===== src/rtl/tdc_pkg.sv =====
// Shared types and width helpers for the vernier TDC readout.
package tdc_pkg;

    typedef enum logic [2:0] {
        S_IDLE,
        S_CLEAR,
        S_FIRE,
        S_WAIT,
        S_SAMPLE,
        S_DONE
    } state_t;

    function automatic int clog2(input int v);
        int r;
        r = 0;
        while ((1 << r) < v) r = r + 1;
        return r;
    endfunction

    function automatic int code_w(input int taps);
        return clog2(taps + 1);
    endfunction

    function automatic int res_w(input int taps, input int avg_log2);
        return code_w(taps) + avg_log2;
    endfunction

endpackage


===== src/rtl/therm_decode.sv =====
// Thermometer-to-binary decoder (leading ones from term[0]).
// Optional majority bubble filter when TDC_BUBBLE_FILTER_EN is defined.
module therm_decode
    import tdc_pkg::*;
#(
    parameter int TAPS = 8
) (
    input  logic [TAPS-1:0]         term,
    output logic [code_w(TAPS)-1:0] code
);

    localparam int CODE_W = code_w(TAPS);

    logic [TAPS-1:0] filt;
    logic            hit;

`ifdef TDC_BUBBLE_FILTER_EN
    // Pad with a one below the first stage and a zero above the last.
    logic [TAPS+1:0] ext;
    assign ext = {1'b0, term, 1'b1};

    always_comb begin
        filt = '0;
        for (int i = 0; i < TAPS; i++) begin
            filt[i] = (ext[i] & ext[i+1]) |
                      (ext[i] & ext[i+2]) |
                      (ext[i+1] & ext[i+2]);
        end
    end
`else
    assign filt = term;
`endif

    always_comb begin
        code = CODE_W'(TAPS);
        hit  = 1'b0;
        for (int i = 0; i < TAPS; i++) begin
            if (!hit && !filt[i]) begin
                code = CODE_W'(i);
                hit  = 1'b1;
            end
        end
    end

endmodule


===== src/rtl/tdc_readout.sv =====
// Vernier TDC readout: clear/fire/settle/sample loop with averaging.
// Build option: TDC_BUBBLE_FILTER_EN enables the tap majority filter.
module tdc_readout
    import tdc_pkg::*;
#(
    parameter int TAPS     = 8,
    parameter int AVG_LOG2 = 2,
    parameter int SETTLE   = 3
) (
    input  logic                               clk,
    input  logic                               rst,
    input  logic                               meas_req,
    output logic                               busy,
    output logic                               line_clr,
    output logic                               launch,
    input  logic [TAPS-1:0]                    term,
    output logic [res_w(TAPS, AVG_LOG2)-1:0]   result,
    output logic                               sat,
    output logic                               result_valid,
    input  logic                               result_ready
);

    localparam int CODE_W = code_w(TAPS);
    localparam int RES_W  = res_w(TAPS, AVG_LOG2);
    localparam int CNT_W  = AVG_LOG2 + 1;
    localparam int NSAMP  = 1 << AVG_LOG2;
    localparam int WAIT_W = clog2(SETTLE);

    state_t state;
    state_t state_n;

    logic [TAPS-1:0]   sync1;
    logic [TAPS-1:0]   sync2;
    logic [CODE_W-1:0] code;
    logic [CNT_W-1:0]  cnt;
    logic [WAIT_W-1:0] wcnt;
    logic              last;
    logic              settled;

    // term is asynchronous to clk; only the second stage is decoded.
    always_ff @(posedge clk or posedge rst) begin
        if (rst) begin
            sync1 <= '0;
            sync2 <= '0;
        end else begin
            sync1 <= term;
            sync2 <= sync1;
        end
    end

    therm_decode #(
        .TAPS (TAPS)
    ) u_decode (
        .term (sync2),
        .code (code)
    );

    assign last    = (cnt == CNT_W'(NSAMP - 1));
    assign settled = (wcnt == WAIT_W'(SETTLE - 1));

    always_comb begin
        state_n = state;
        unique case (state)
            S_IDLE:   if (meas_req) state_n = S_CLEAR;
            S_CLEAR:  state_n = S_FIRE;
            S_FIRE:   state_n = S_WAIT;
            S_WAIT:   if (settled) state_n = S_SAMPLE;
            S_SAMPLE: state_n = last ? S_DONE : S_CLEAR;
            S_DONE:   if (result_ready) state_n = S_IDLE;
            default:  state_n = S_IDLE;
        endcase
    end

    // Outputs are registered from the next state so they align with it.
    always_ff @(posedge clk or posedge rst) begin
        if (rst) begin
            state        <= S_IDLE;
            busy         <= 1'b0;
            line_clr     <= 1'b0;
            launch       <= 1'b0;
            result_valid <= 1'b0;
        end else begin
            state        <= state_n;
            busy         <= (state_n != S_IDLE);
            line_clr     <= (state_n == S_CLEAR);
            launch       <= (state_n == S_FIRE);
            result_valid <= (state_n == S_DONE);
        end
    end

    always_ff @(posedge clk or posedge rst) begin
        if (rst) begin
            wcnt <= '0;
        end else if (state == S_FIRE) begin
            wcnt <= '0;
        end else if (state == S_WAIT) begin
            wcnt <= wcnt + 1'b1;
        end
    end

    // Result stays readable after the handshake until the next request.
    always_ff @(posedge clk or posedge rst) begin
        if (rst) begin
            result <= '0;
            sat    <= 1'b0;
            cnt    <= '0;
        end else if (state == S_IDLE && meas_req) begin
            result <= '0;
            sat    <= 1'b0;
            cnt    <= '0;
        end else if (state == S_SAMPLE) begin
            result <= result + RES_W'(code);
            sat    <= sat | (code == CODE_W'(TAPS));
            cnt    <= cnt + 1'b1;
        end
    end

endmodule


===== config.mk =====
export PLATFORM = sky130hd
export DESIGN_NAME = tdc_readout
export DESIGN_NICKNAME = d
export VERILOG_FILES = /design/src/rtl/tdc_pkg.sv /design/src/rtl/therm_decode.sv /design/src/rtl/tdc_readout.sv
export SDC_FILE = /design/constraint.sdc
export NUM_CORES = 1
export LEC_CHECK = 0
export CAP_MARGIN = 20
export CORE_MARGIN = 2
export CORE_UTILIZATION = 30
export CTS_BUF_LIST = sky130_fd_sc_hd__clkbuf_8
export DETAILED_ROUTE_END_ITERATION = 8
export HOLD_SLACK_MARGIN = 0.08
export SYNTH_ARGS = -nofsm -noshare
export SYNTH_HDL_FRONTEND = slang
export SYNTH_HIERARCHICAL = 1
export SYNTH_SLANG_ARGS = --single-unit

===== constraint.sdc =====
create_clock -name clk -period 5.2 [get_ports clk]
set_input_delay 1.04 -clock clk [delete_from_list [all_inputs] [get_ports clk]]
set_output_delay 1.04 -clock clk [all_outputs]
set_load 0.01 [all_outputs]

==> results.sh, run 1 <==
export IMPL_drtAntennaViolNets=0
export IMPL_drc=0
export IMPL_rsz0062_at_grt="false"
export IMPL_cts_buffer_depth=2
export IMPL_cts_setup_buffers=0
export IMPL_synth_async_reset_ratio_pct=100
export IMPL_min_path_type="register to register"
export IMPL_ys_flop_type="dfrtp_1"
export IMPL_fin_nets=171
export IMPL_setup_viol=0
export IMPL_ir_worst_vdd_mv=0.266
export IMPL_initial_utilization_pct=31.2
export IMPL_synth_most_common_cell="dfrtp_1"
export IMPL_synth_seq_area_share_pct=59.1
export IMPL_tritoncts="built"
export IMPL_clk_pin_slew_ns=0.07
export IMPL_synth_area_per_cell_um2=12.0
export IMPL_drive_gt1_share_pct=10.5
export IMPL_avgRoutedWirePerCell_um=12.0
export IMPL_die_y_um=74.3
export IMPL_gp_congestion=0.787
export IMPL_top_level_ports=23
export IMPL_n_antenna_cell=0
export IMPL_drt_iter0_drc=65
export IMPL_max_freq_ghz=0.436
export IMPL_crit_required_ns=4.16
export IMPL_yosys_area_top_type="dfrtp_1"
export IMPL_syn_num_nets=144
export IMPL_fp_dieW_um=74.3
export IMPL_tightest_slew_ns=0.500
export IMPL_outcome="finished clean"
export IMPL_crit_buf_inv=1
export IMPL_drt_vias_per_instance=4.48
export IMPL_cpPeakStageDelay_ns=0.57
export IMPL_critPathKind="register to primary output"
export IMPL_routed_wl_um=2630
export IMPL_place_ws_ns=2.91
export IMPL_fillers=471
export IMPL_ys_top_cells_by_count="35 x dfrtp_1, 16 x nand2_1, 9 x inv_1"
export IMPL_grt_pass1_vias=1009
export IMPL_finClkSkew_ns=0.00531
export IMPL_crit_path_max_fanout=4
export IMPL_ys_ff_latch=35
export IMPL_p_leak_nw=0.834
export IMPL_firstDrtPassIters=4
export IMPL_p_per_area_mw_per_mm2=467
export IMPL_yosys_top_cells_area="dfrtp_1 59%, ha_1 5.9%, nand2_1 4.1%, inv_1 2.3%, mux2i_1 2.0%"
export IMPL_crit_path_end_kind="primary output"
export IMPL_synth_cells=124
export IMPL_slew_headroom_pct=66.4
export IMPL_port_buffers=22
export IMPL_place_area_mm2=0.00177
export IMPL_rows=25
export IMPL_stdcell_area_mm2=0.00188
export IMPL_overflow=0
export IMPL_syn_area_mm2=0.00148
export IMPL_period_needed_ns=2.29
export IMPL_critPathSlowestCell="clkdlybuf4s50_1"
export IMPL_clkSinkCount=35
export IMPL_cts_max_level=2
export IMPL_antenna_found_initial=0
export IMPL_worstPathCellList="clkdlybuf4s50_1"
export IMPL_dpl_hpwl_um=1910
export IMPL_cts_root_buffer="clkbuf_8"
export IMPL_core_mm2=0.00475
export IMPL_startpoint_type="register"
export IMPL_fin_crit_sh_pct=44.1
export IMPL_place_inst=211
export IMPL_area_delta_synth_final_pct=27.1
export IMPL_cts_resized=0
export IMPL_hold_viol_final=0
export IMPL_fin_ws_ns=2.91
export IMPL_grt_total_usage_pct=12.0
export IMPL_vias=982
export IMPL_cap_violations=0
export IMPL_whs_ns=0.349
export IMPL_slew_viol_final=0
export IMPL_clk_latency_ns=0.28
export IMPL_yosysWarningCount=6
export IMPL_reg2reg_slack_ns=3.18
export IMPL_ctsHoldBuffers=0
export IMPL_grt_max_degree=36
export IMPL_dieArea_mm2=0.00552
export IMPL_arrival_ns=1.25
export IMPL_grt_first_pass_wirelength_um=4840
export IMPL_synth_cell_type_count=39
export IMPL_synth_top_area_share_pct=59.1
export IMPL_fin_cells=219
export IMPL_fin_tns_setup_ns=0
export IMPL_synth_edf_count=0
export IMPL_numCtsBuffers=5
export IMPL_crit_family="buffers and inverters"
where the power goes:
part	switching, mW	internal [mW]	leakage, nW
sequential	0.0671	0.330	0.432
combinational	0.109	0.126	0.341
clock	0.0931	0.155	0.0612
state kept, by name, indices dropped and copies added (netlist names):
name,cells
sync1,8
cnt,3
sat,1
sync2,8
line_clr,1
launch,1
state,3
result_valid,1
result,6
busy,1
wcnt,2
layout make-up:
| cell class | count | area (um2) | share of cell area, % |
|---|---|---|---|
| Clock inverter | 2 | 35.0 | 1.86 |
| Tap cell | 67 | 83.8 | 4.45 |
| Timing Repair Buffer | 23 | 228 | 12.1 |
| Clock buffer | 6 | 82.6 | 4.38 |
| Sequential cell | 35 | 876 | 46.5 |
| Multi-Input combinational cell | 77 | 546 | 29.0 |
| Inverter | 9 | 33.8 | 1.79 |
through the flow:
step | power (mW) | utilization, %
2_1_floorplan | 0.549 | -
3_3_place_gp | 0.624 | 37.2
3_5_place_dp | 0.640 | 37.2
4_1_cts | 0.892 | 39.6
5_1_grt | 0.949 | 39.6
6_report | 0.880 | 39.6
routing by layer:
layer  routed length, um  vias to the layer above  GRT usage, %
li1                    -                      483             -
met1                1210                      463          15.6
met2                1190                       30          17.7
met3                 176                        6          4.34
met4                  60                        0          5.95
met5                   0                        -             0
cells in the final DEF, fill, tap and decap left out, types with 2 or more instances in the layout:
cell type,synthesis,final
inv_1,9,9
dfrtp_1,35,35
o21ai_1,4,4
clkdlybuf4s50_1,0,22
nand2b_1,4,4
o21ai_0,6,6
ha_1,7,7
nand2_1,16,16
nand3b_1,2,2
nor3_1,2,2
clkbuf_8,0,6
nor2_1,5,5
a22o_1,3,3
mux2i_1,3,3
logic make-up after synthesis:
logic type	Yosys count	synth area share (%)
DFF	35	59.1
xor gates and xnor gates	1	0.591
buffers and inverters	12	4.13
AOI/OAI and AO/OA	26	12.9
adders and majority gates	8	7.26
and+or+nand+nor	39	14.0
muxes	3	2.03
path summary, 6_finish.rpt:
kind,start,endpoint,cells past startpoint
max in group asynchronous,rst,result_valid,3
min reg2reg,sync1[0],sync2[0],0
min in group asynchronous,rst,sync1[7],3
max reg2reg,sync2[3],result[4],10
min,sync1[0],sync2[0],0
max,result[1],result[1],1
Note: power is estimated with default switching activity, not from simulation.
==> run 2: changes to the inputs <==
==> constraint.sdc (replaced) <==
create_clock -name clk -period 2.1 [get_ports clk]
set_input_delay 0.42 -clock clk [delete_from_list [all_inputs] [get_ports clk]]
set_output_delay 0.42 -clock clk [all_outputs]
set_load 0.01 [all_outputs]
==> results.sh, run 2 (same netlist as run 1, synthesis figures left out) <==
export IMPL_setup_viol=0
export IMPL_core_mm2=0.00475
export IMPL_drt_met1_wl_um=1220
export IMPL_dpl_hpwl_um=1870
export IMPL_fin_nets=171
export IMPL_routed_wl_um=2590
export IMPL_p_leak_nw=0.818
export IMPL_cap_violations=0
export IMPL_drt_vias_per_instance=4.42
export IMPL_reg2reg_slack_ns=0.16
export IMPL_ctsHoldBuffers=0
export IMPL_cts_max_level=2
export IMPL_met3_length_um=149
export IMPL_top_level_ports=23
export IMPL_vias=964
export IMPL_power_frac_seq_pct=48.2
export IMPL_p_clk_share_pct=23.3
export IMPL_clk_pin_slew_ns=0.07
export IMPL_top_layer="met4"
export IMPL_switching_power_uw=653
export IMPL_overflow=0
export IMPL_numCtsBuffers=5
export IMPL_port_buffers=22
export IMPL_tritoncts="built"
export IMPL_crit_path_end_kind="register"
export IMPL_p_per_area_mw_per_mm2=1100
export IMPL_p_int_mw=1.39
export IMPL_fin_tns_setup_ns=0
export IMPL_dieArea_mm2=0.00552
export IMPL_drc=0
export IMPL_cts_buffer_depth=2
export IMPL_final_util_pct=39.1
export IMPL_max_freq_ghz=0.515
export IMPL_fin_crit_sh_pct=92.5
export IMPL_initial_utilization_pct=31.2
export IMPL_place_inst=211
export IMPL_tightest_slew_ns=0.484
export IMPL_mostFrequentLayoutCells="35 x dfrtp_1, 22 x clkdlybuf4s50_1, 16 x nand2_1"
export IMPL_critPathKind="register to register"
export IMPL_antenna_found_initial=0
export IMPL_rows=25
export IMPL_area_delta_synth_final_pct=25.4
export IMPL_hold_viol_final=0
export IMPL_slew_viol_final=0
export IMPL_wl_met2_um=1170
export IMPL_power_frac_comb_pct=28.5
export IMPL_n_antenna_cell=0
export IMPL_ir_worst_vdd_mv=0.635
export IMPL_startpoint_type="register"
export IMPL_finClkSkew_ns=0.00429
export IMPL_drtAntennaViolNets=0
export IMPL_drive_gt1_share_pct=11.3
export IMPL_gp_congestion=0.756
export IMPL_top_regs="sync1 x8, sync2 x8, result x6"
export IMPL_grt_total_usage_pct=10.7
export IMPL_avgRoutedWirePerCell_um=11.9
export IMPL_fillers=483
export IMPL_slew_headroom_pct=67.5
export IMPL_die_y_um=74.3
export IMPL_clk_latency_ns=0.28
export IMPL_layout_commonest_cell="dfrtp_1"
export IMPL_power_mw=2.04
export IMPL_fin_cells=218
export IMPL_grt_max_degree=36
export IMPL_crit_path_max_fanout=3
export IMPL_crit_required_ns=2.31
export IMPL_period_needed_ns=1.94
export IMPL_whs_ns=0.343
export IMPL_drt_iter0_drc=29
export IMPL_min_path_type="register to register"
export IMPL_outcome="finished clean"
export IMPL_cts_root_buffer="clkbuf_8"
export IMPL_switching_share_pct=32.0
export IMPL_multi_input_area_um2=551
export IMPL_clkSinkCount=35
export IMPL_regArea_um2=876
export IMPL_firstDrtPassIters=4
export IMPL_grt_pass1_vias=965
export IMPL_fp_dieW_um=74.3
export IMPL_arrival_ns=2.15
export IMPL_rsz0062_at_grt="true"
export IMPL_grt_first_pass_wirelength_um=4370
## run 2: metal layers
metal,track usage (%),vias to the layer above
li1,-,479
met1,13.4,455
met2,16.5,23
met3,4.47,7
met4,4.76,0
met5,0,-
## run 2: final cells by class
| type | count | area share (%) |
|---|---|---|
| Timing Repair Buffer | 23 | 12.2 |
| Sequential cell | 35 | 47.1 |
| Clock buffer | 6 | 4.44 |
| Inverter | 9 | 1.82 |
| Tap cell | 67 | 4.51 |
| Clock inverter | 1 | 0.269 |
| Multi-Input combinational cell | 77 | 29.6 |
## run 2: path summary, 6_finish.rpt
kind                             end  cells past startpoint      from
max                        result[5]                      8  sync2[7]
min in group asynchronous        sat                      3       rst
min reg2reg                 sync2[3]                      0  sync1[3]
max reg2reg                result[5]                      8  sync2[7]
min                         sync2[3]                      0  sync1[3]
max in group asynchronous   sync1[5]                      3       rst
## run 2: critical path, cell delays in order, from the launching register on
cell and delay (ns):
dfrtp_1 0.39, nand2_1 0.09, nand3_1 0.07, a31oi_1 0.28, ha_1 0.30, a211oi_2 0.23, nor3b_1 0.10, o211ai_1 0.20
mux2i_1 0.20
## run 2: power by group through the flow
stage,clock [mW],sequential [mW],combinational (mW)
floorplan,0,0.941,0.418
global placement,0,0.990,0.556
detailed placement,0,0.999,0.587
CTS,0.484,0.989,0.592
global route,0.513,1.02,0.659
finish,0.476,0.984,0.581
## run 2: per-stage QoR
stage	setup WS, ns	area (um2)
floorplan	0.287	1480
global placement	0.162	1770
detailed placement	0.132	1770
CTS	0.0862	1850
global route	-0.00683	1860
finish	0.158	1860
## run 2: what timing repair did
item                                    in CTS  in global routing
endpoints found under the setup margin       0                  2
hold endpoints to repair                     0                  0
gates resized for setup                      0                  2
setup buffers                                0                  0
==> run 3: changes to the inputs <==
--- a/config.mk
+++ b/config.mk
@@ -9,6 +9,7 @@
 export CORE_MARGIN = 2
 export CORE_UTILIZATION = 30
 export CTS_BUF_LIST = sky130_fd_sc_hd__clkbuf_8
+export CTS_CLUSTER_SIZE = 12
 export DETAILED_ROUTE_END_ITERATION = 8
 export HOLD_SLACK_MARGIN = 0.08
 export SYNTH_ARGS = -nofsm -noshare
==> results of run 3 <==
The final DEF is identical to that of run 2; final timing and power are the same.
